[src/rtl/castlab_psum_accumulator.sv]
// Multi-pass partial-sum accumulator: sums PASS_NUM array passes per column entry, then drains requantized rows.
// Define CASTLAB_PSUM_ROUND_EN to round half-up before the requantization shift instead of truncating.
`ifndef CFG_OF_NUM
`define CFG_OF_NUM 2
`endif
`ifndef CFG_OF_BITWIDTH
`define CFG_OF_BITWIDTH 16
`endif
`ifndef CFG_OF_FRAC_BIT
`define CFG_OF_FRAC_BIT 8
`endif

module castlab_psum_accumulator #(
  parameter int OF_NUM        = `CFG_OF_NUM,
  parameter int PSUM_BITWIDTH = 32,
  parameter int PSUM_FRAC_BIT = 16,
  parameter int OF_BITWIDTH   = `CFG_OF_BITWIDTH,
  parameter int OF_FRAC_BIT   = `CFG_OF_FRAC_BIT,
  parameter int DEPTH         = 4,
  parameter int PASS_NUM      = 3
) (
  input  logic                                    clk,
  input  logic                                    rst_n,
  input  logic                                    acc_start,
  input  logic [OF_NUM-1:0][PSUM_BITWIDTH-1:0]    psum_i_data,
  input  logic [OF_NUM-1:0]                       psum_i_valid,
  input  logic                                    pass_done,
  output logic [OF_NUM-1:0][OF_BITWIDTH-1:0]      of_o_data,
  output logic                                    of_o_valid,
  input  logic                                    of_o_ready,
  output logic                                    acc_busy,
  output logic                                    acc_done,
  output logic                                    acc_ovf
);

  localparam int SHIFT = PSUM_FRAC_BIT - OF_FRAC_BIT;
  localparam int AW    = (DEPTH > 1) ? $clog2(DEPTH) : 1;
  localparam int PW    = $clog2(DEPTH + 1);
  localparam int CW    = (PASS_NUM > 1) ? $clog2(PASS_NUM) : 1;
  localparam logic signed [PSUM_BITWIDTH:0] MAXV =
    {{(PSUM_BITWIDTH - OF_BITWIDTH + 2){1'b0}}, {(OF_BITWIDTH - 1){1'b1}}};
  localparam logic signed [PSUM_BITWIDTH:0] MINV = ~MAXV;
`ifdef CASTLAB_PSUM_ROUND_EN
  localparam int RND_POS = (SHIFT > 0) ? SHIFT - 1 : 0;
  localparam logic signed [PSUM_BITWIDTH:0] RND =
    (SHIFT > 0) ? ({{PSUM_BITWIDTH{1'b0}}, 1'b1} << RND_POS) : '0;
`endif

  typedef enum logic [1:0] {IDLE, ACCUM, DRAIN, DONE} state_t;

  state_t                                             state;
  logic [CW-1:0]                                      pass_cnt;
  logic [OF_NUM-1:0][PW-1:0]                          wptr;
  logic [AW-1:0]                                      rptr;
  logic [OF_NUM-1:0][DEPTH-1:0][PSUM_BITWIDTH-1:0]    mem;

  logic [OF_NUM-1:0]                                  wr_ok;
  logic [AW-1:0]                                      waddr   [OF_NUM];
  logic signed [PSUM_BITWIDTH-1:0]                    wr_val  [OF_NUM];
  logic signed [PSUM_BITWIDTH-1:0]                    head_val[OF_NUM];

  // Widened by one bit so the rounding offset can never overflow before the shift.
  function automatic logic signed [OF_BITWIDTH-1:0] requant(input logic signed [PSUM_BITWIDTH-1:0] v);
    logic signed [PSUM_BITWIDTH:0] ext;
    logic signed [PSUM_BITWIDTH:0] sh;
    ext = {v[PSUM_BITWIDTH-1], v};
`ifdef CASTLAB_PSUM_ROUND_EN
    ext = ext + RND;
`endif
    sh = ext >>> SHIFT;
    if (sh > MAXV)      requant = MAXV[OF_BITWIDTH-1:0];
    else if (sh < MINV) requant = MINV[OF_BITWIDTH-1:0];
    else                requant = sh[OF_BITWIDTH-1:0];
  endfunction

  // head_val forwards a same-cycle write to entry 0 so the first drained row is current.
  always_comb begin
    for (int c = 0; c < OF_NUM; c++) begin
      wr_ok[c]    = (state == ACCUM) && psum_i_valid[c] && (wptr[c] != PW'(DEPTH));
      waddr[c]    = wr_ok[c] ? wptr[c][AW-1:0] : '0;
      wr_val[c]   = $signed(psum_i_data[c]);
      if (pass_cnt != '0)
        wr_val[c] = $signed(mem[c][waddr[c]]) + $signed(psum_i_data[c]);
      head_val[c] = $signed(mem[c][0]);
      if (wr_ok[c] && (waddr[c] == '0))
        head_val[c] = wr_val[c];
    end
  end

  always_ff @(posedge clk or negedge rst_n) begin
    if (!rst_n) begin
      state      <= IDLE;
      pass_cnt   <= '0;
      wptr       <= '0;
      rptr       <= '0;
      mem        <= '0;
      of_o_data  <= '0;
      of_o_valid <= 1'b0;
      acc_busy   <= 1'b0;
      acc_done   <= 1'b0;
      acc_ovf    <= 1'b0;
    end else begin
      case (state)
        IDLE: begin
          if (acc_start) begin
            state    <= ACCUM;
            acc_busy <= 1'b1;
            pass_cnt <= '0;
            wptr     <= '0;
            rptr     <= '0;
            mem      <= '0;
            acc_ovf  <= 1'b0;
          end
        end
        ACCUM: begin
          for (int c = 0; c < OF_NUM; c++) begin
            if (psum_i_valid[c]) begin
              if (wr_ok[c]) begin
                mem[c][waddr[c]] <= wr_val[c];
                wptr[c]          <= wptr[c] + PW'(1);
              end else begin
                acc_ovf <= 1'b1;
              end
            end
          end
          if (pass_done) begin
            wptr <= '0;
            if (pass_cnt == CW'(PASS_NUM - 1)) begin
              state      <= DRAIN;
              rptr       <= '0;
              of_o_valid <= 1'b1;
              for (int c = 0; c < OF_NUM; c++)
                of_o_data[c] <= requant(head_val[c]);
            end else begin
              pass_cnt <= pass_cnt + CW'(1);
            end
          end
        end
        DRAIN: begin
          if (of_o_ready) begin
            if (rptr == AW'(DEPTH - 1)) begin
              state      <= DONE;
              of_o_valid <= 1'b0;
              acc_done   <= 1'b1;
            end else begin
              rptr <= rptr + AW'(1);
              for (int c = 0; c < OF_NUM; c++)
                of_o_data[c] <= requant($signed(mem[c][rptr + AW'(1)]));
            end
          end
        end
        DONE: begin
          state    <= IDLE;
          acc_done <= 1'b0;
          acc_busy <= 1'b0;
        end
        default: state <= IDLE;
      endcase
    end
  end

endmodule
[config.mk]
export PLATFORM = sky130hd
export DESIGN_NAME = castlab_psum_accumulator
export DESIGN_NICKNAME = d
export VERILOG_FILES = /design/src/rtl/castlab_psum_accumulator.sv
export SDC_FILE = /design/constraint.sdc
export NUM_CORES = 1
export LEC_CHECK = 0
export ABC_CLOCK_PERIOD_IN_PS = 7700
export CAP_MARGIN = 10
export CORE_UTILIZATION = 40
export DETAILED_ROUTE_END_ITERATION = 7
export HOLD_SLACK_MARGIN = 0.03
export PLACE_DENSITY_LB_ADDON = 0.12
export SYNTH_ARGS = -nofsm -noshare
export SYNTH_HDL_FRONTEND = slang
export SYNTH_SLANG_ARGS = --single-unit
[constraint.sdc]
create_clock -name clk -period 7.7 [get_ports clk]
set_clock_uncertainty 0.1 [all_clocks]
set_input_delay 1.54 -clock clk [delete_from_list [all_inputs] [get_ports clk]]
set_output_delay 1.54 -clock clk [all_outputs]
set_load 0.02 [all_outputs]
**Yosys cells after proc, flatten, opt, wreduce, memory -nomap -nowiden**

Index checks and enable logic that the tools add are counted.

- Multiplexer cells: 77
- Equality and inequality tests: 22
- Reduce and logical (&&, ||, !) cells: 29
- Add/sub/neg operators: 6
- Magnitude comparators: 13

Operators with widths:

| cell | number |
|---|---|
| $mux 128 | 4 |
| $pmux 256 s2 | 1 |
| $mux 32 | 14 |
| $bmux 32 s2 | 4 |
| $bwmux 128 | 2 |
| $mux 256 | 1 |
| $demux 32 s2 | 2 |
| $mux 16 | 8 |
| $gt 24x16->1 const B | 4 |
| $lt 24x16->1 const B | 4 |
| $add 32x32->32 | 2 |
| $pmux 32 s2 | 1 |
| $mux 2 | 14 |
| $ne 2x2->1 const B | 10 |
| $reduce_and 4->1 | 5 |
| $ne 3x3->1 const B | 6 |
| $reduce_and 5->1 | 3 |
| $mux 1 | 12 |
| $mux 3 | 4 |
| $mux 6 | 2 |
| $pmux 6 s2 | 1 |
| $reduce_bool 2->1 | 5 |
| $lt 2x3->1 const B | 3 |
| $eq 2x2->1 const B | 4 |
| other kinds (15) | 31 |

- Logic and storage cells: 166
- Output and inout port bits: 36
- Bits of input ports: 71
- Register bits: 304

**Depth between registers and ports, before layout**

- Word-level depth: 15
- Mapped depth: 26
- Depth with buffers taken out: 21

**Least setup slack after synthesis**

Ideal clock, no wire load.

- Path type: input-to-reg
- From: input port psum_i_valid[1]
- To: register of_o_data[28] in the netlist's numbering
- Stages: 20
- Arrival time: 5.459 ns
- Slack: 2.017 ns
- Library setup time: 0.124 ns
- Path buffers: 3
- Required time: 7.476 ns
- Path through: a21boi_2 > and2_1 > buf_2 > clkbuf_1 > and3_1 > a21oi_1 > o21ai_0 > ha_1 > a211oi_1 > o21ai_0 > a21oi_1 > o21ai_0 > a21oi_1 > mux2i_1 > a21boi_0 > o41ai_1 > a211o_1 > and2_1 > buf_2 > a211o_1

- Word-level cells in the longest chain between the ends: 14
- Elaborated cells on any way between the ends: 17
- Those cells by class: add/sub: 1; order compare: 2; mux: 10; reduce/logical: 4

Ends and longest elaborated chain:

| item | line | text |
|---|---|---|
| from (decl) | 26 | `input logic [OF_NUM-1:0] psum_i_valid,` |
| $logic_and 1x1->1 * (2 in series) | 79 | `wr_ok[c] = (state == ACCUM) && psum_i_valid[c] && (wptr[c] != PW'(DEPTH));` |
| $mux 2 | 80 | `waddr[c] = wr_ok[c] ? wptr[c][AW-1:0] : '0;` |
| $bmux 32 s2 | 83 | `wr_val[c] = $signed(mem[c][waddr[c]]) + $signed(psum_i_data[c]);` |
| $mux 32 (not written as such) | 83 |  |
| $add 32x32->32 | 83 |  |
| $mux 32 | 82 | `if (pass_cnt != '0)` |
| $mux 32 * | 85 | `if (wr_ok[c] && (waddr[c] == '0))` |
| $lt 24x16->1 | 72 | `else if (sh < MINV) requant = MINV[OF_BITWIDTH-1:0];` |
| $mux 16 | 72 |  |
| $mux 16 * | 71 | `if (sh > MAXV) requant = MAXV[OF_BITWIDTH-1:0];` |
| $mux 32 * | 128 | `if (pass_cnt == CW'(PASS_NUM - 1)) begin` |
| $mux 32 * | 126 | `if (pass_done) begin` |
| $pmux 32 s2 * | 103 | `case (state)` |
| to (signal, indexed assignment) | 133 | `of_o_data[c] <= requant(head_val[c]);` |
| to (signal, indexed assignment) | 148 | `of_o_data[c] <= requant($signed(mem[c][rptr + AW'(1)]));` |
| to (decl) | 28 | `output logic [OF_NUM-1:0][OF_BITWIDTH-1:0] of_o_data,` |

Every way passes the cells marked *; elsewhere a longest branch is shown, timed or not. The select of a mux whose other input is x is not followed.
A chain may end at the register's enable or synchronous reset.

**Final worst setup path**

- From: input port psum_i_valid[0]
- To: register of_o_data[9] in the netlist's numbering

Same word-level chain as after synthesis.

==> impl_metrics.yaml <==
outcome:
  status: "finished clean"
drt:
  drt-total-wl_mm: 74.3
  ant_nets: 0
  wire_per_inst_um: 23.1
  drc: 0
  firstDrtPassIters: 7
  viasPerCell: 6.16
  vias: 19800
  drt_iter0_markers: 2080
power_and_ir_drop:
  vdd_drop_max_mv: 0.255
  cellPowerDensity_nw_per_um2: 415
  p_sw_share_pct: 49.8
  p_int_w: 0.00496
  combPwrFrac_pct: 60.1
  p_seq_share_pct: 22.3
  p_switching_w: 0.00493
  p_clk_share_pct: 17.6
  p_leak_nw: 9.77
synthesis:
  synth_common_cells: "404 x o21ai_0, 304 x dfrtp_1, 256 x nand2_1"
  yosysMostFrequentCell: "o21ai_0"
  yosys_warnings: 0
  synth.area.top_cells: "dfrtp_1 36%, o21ai_0 9.7%, nand3_1 5.8%, a21oi_1 5.5%, mux4_2 5.2%"
  yosysTopAreaCell: "dfrtp_1"
  synth_ff_type: "dfrtp_1"
  synthDistinctLibCells: 92
  ys_seq_elements: 304
  syn-instance-count: 2500
  synth_top_area_share_pct: 36.3
  syn_area_per_cell_sq_um: 8.38
  synth.cell_area_sq_um: 21000
  synthArstFlopShare_pct: 100
  syn_nets: 2653
  seq_area_frac_synth_pct: 36.3
  synth_edf_count: 0
global_route:
  grt_overflow: 0
  grt_max_degree: 106
  antenna_found_initial: 0
  first_global_vias: 19000
  grt.busiest_layer: "met2"
  grt_use_total_pct: 27.9
  grt_use_met1_pct: 41.2
  gr-usage-met2_pct: 42.0
  grt_pass1_wl_mm: 116
  met3_usage_pct: 4.99
placed_design:
  dp_hpwl_mm: 50.4
  postPlaceCellArea_sq_um: 22600
  portBuffers: 106
  place.gp.congestion: 0.945
clocking:
  cts-root-buf: "clkbuf_16"
  cts_tree: "yes"
  cts_buffers: 37
  ctsHtreeMaxLevel: 2
  cts_buffer_depth: 3
  cts_resized: 0
  path_clk_slew_ns: 0.05
  post-cts-setup-buffers: 0
  cts.sinks: 304
  cts_hold_buf: 0
  clk_latency_ns: 0.57
worst_setup_path:
  max_stage_delay_ns: 0.93
  critical_path_class: "in2reg"
  cp.required_ns: 7.99
  crit_fanout: 36
  r2r_slack_ns: 1.25
  cp_cell_sequence: "clkdlybuf4s50_1 > and3_1 > buf_4 > and3_1 > a21oi_1 > o21ai_0 > ha_1 > and2_4 > a221o_1 > o21a_1 > nor2_1 > a21oi_2 > or4_1 > a31oi_1 > xnor2_1 > o21a_1 > nor2_2 > o32ai_2"
  path_delay_family: "simple AND/OR/NAND/NOR gates"
  cp_num_buf_inv: 2
  critPathSlowestCell: "nor2_2"
  startpoint_type: "primary input"
  arrival_ns: 6.98
  crit_path_end_kind: "flip-flop"
cells_and_area:
  finalNetCount: 2666
  multiInputGateArea_sq_um: 12500
  design_area_sq_um: 23800
  area_delta_synth_final_pct: 13.7
  fillers: 5072
  layout-drive-gt1-share_pct: 8.95
  regArea_sq_um: 7610
timing:
  fmax_mhz: 150
  period_share_pct: 86.8
  period_needed_ns: 6.69
  drv_slew: 0
  slew_headroom_pct: 18.2
  tightest_slew_ns: 1.23
  hold_viol_final: 0
  rsz0062_at_grt: "no"
  finalSetupViolCount: 0
  fin_setup_tns_ns: 0
  hold_ws_ns: 0.396
min_path:
  holdCritPathClass: "reg2reg"
floorplanning:
  rows: 83
  die-area_sq_um: 53300
  die_h_um: 231
  ios: 107
  core_area_sq_um: 51500
  die_w_um: 231
  initial_utilization_pct: 40.7
flow_run:
  cap_viol_max_count: 0
==> final timing paths <==
path / from / to / cells after the start
min in group asynchronous: rst_n / mem[228] / 1
min reg2reg: mem[163] / mem[163] / 2
max in group asynchronous: rst_n / wptr[0] / 2
max reg2reg: state[1] / of_o_data[9] / 19
max: psum_i_valid[0] / of_o_data[9] / 18
min: mem[163] / mem[163] / 2
==> power by group through the flow <==
stage,sequential (W),combinational (W),clock (W)
2_1_floorplan,0.00221,0.00389,0
4_1_cts,0.00220,0.00585,0.00177
5_1_grt,0.00224,0.00646,0.00183
6_report,0.00220,0.00594,0.00174
3_3_place_gp,0.00222,0.00578,0
3_5_place_dp,0.00223,0.00583,0
==> flip-flops by register name, summed over array words and instances, names as in the netlist <==
| signal | count |
|---|---|
| of_o_valid | 1 |
| mem | 256 |
| acc_ovf | 1 |
| of_o_data | 32 |
| pass_cnt | 2 |
| acc_busy | 1 |
| wptr | 6 |
| state | 2 |
| acc_done | 1 |
| rptr | 2 |
==> placed cells by master (no fill, tap or decap), types with 12 or more instances in the layout <==
| master | n |
|---|---|
| a211o_1 | 25 |
| a211oi_1 | 12 |
| a21o_1 | 17 |
| a21oi_1 | 230 |
| and3_1 | 67 |
| buf_4 | 54 |
| clkbuf_16 | 37 |
| clkdlybuf4s50_1 | 105 |
| dfrtp_1 | 301 |
| ha_1 | 78 |
| inv_1 | 30 |
| mux2i_1 | 78 |
| mux4_2 | 48 |
| nand2_1 | 256 |
| nand2b_1 | 17 |
| nand3_1 | 241 |
| nand4_1 | 30 |
| nor2_1 | 172 |
| nor3_1 | 16 |
| o211ai_1 | 22 |
| o21a_1 | 13 |
| o21ai_0 | 404 |
| xnor2_1 | 28 |
| xor2_1 | 23 |
==> stage by stage <==
| stage | util, % | total power (W) | setup WS (ns) | std cells |
|---|---|---|---|---|
| final | 46.2 | 0.00989 | 1.01 | 3217 |
| after CTS | 46.2 | 0.00982 | 1.11 | 3214 |
| after floorplan | - | 0.00610 | 2.02 | 2500 |
| after global routing | 46.2 | 0.0105 | 0.611 | 3216 |
| after detailed placement | 43.9 | 0.00805 | 0.509 | 3152 |
| after global placement | 43.9 | 0.00800 | 0.621 | 3152 |
==> routing by layer <==
layer | wire (um) | vias to the layer above
li1 | - | 9221
met1 | 35100 | 9802
met2 | 32400 | 678
met3 | 5300 | 102
met4 | 1500 | 0
met5 | 0 | -
==> worst min-delay path, cell delays in order (launching register included) <==
cell and delay [ns]:
dfrtp_1 0.34, nand3_1 0.06, o21ai_0 0.06
==> cell families (layout without fill, tap and decap cells) <==
family | after synthesis | in the layout | share of synthesized area, %
flip-flops | 304 | 304 | 36.3
AO/OA/AOI/OAI | 842 | 842 | 23.8
other | 0 | 1 | 0
multiplexers | 132 | 132 | 9.21
AND/OR/NAND/NOR | 868 | 868 | 19.5
adder cells (fa/ha/maj) | 82 | 82 | 4.97
buffers and inverters | 221 | 257 | 4.12
XOR/XNOR | 51 | 51 | 2.13
==> final cells by class <==
type / count / share of cell area [%]
Multi-Input combinational cell: 1975 / 52.7
Tap cell: 680 / 3.57
Antenna cell: 1 / 0.0105
Timing Repair Buffer: 162 / 6.35
Clock inverter: 11 / 0.557
Inverter: 33 / 0.520
Clock buffer: 51 / 4.36
Sequential cell: 304 / 32.0
Power figures use the tool's default switching activity.
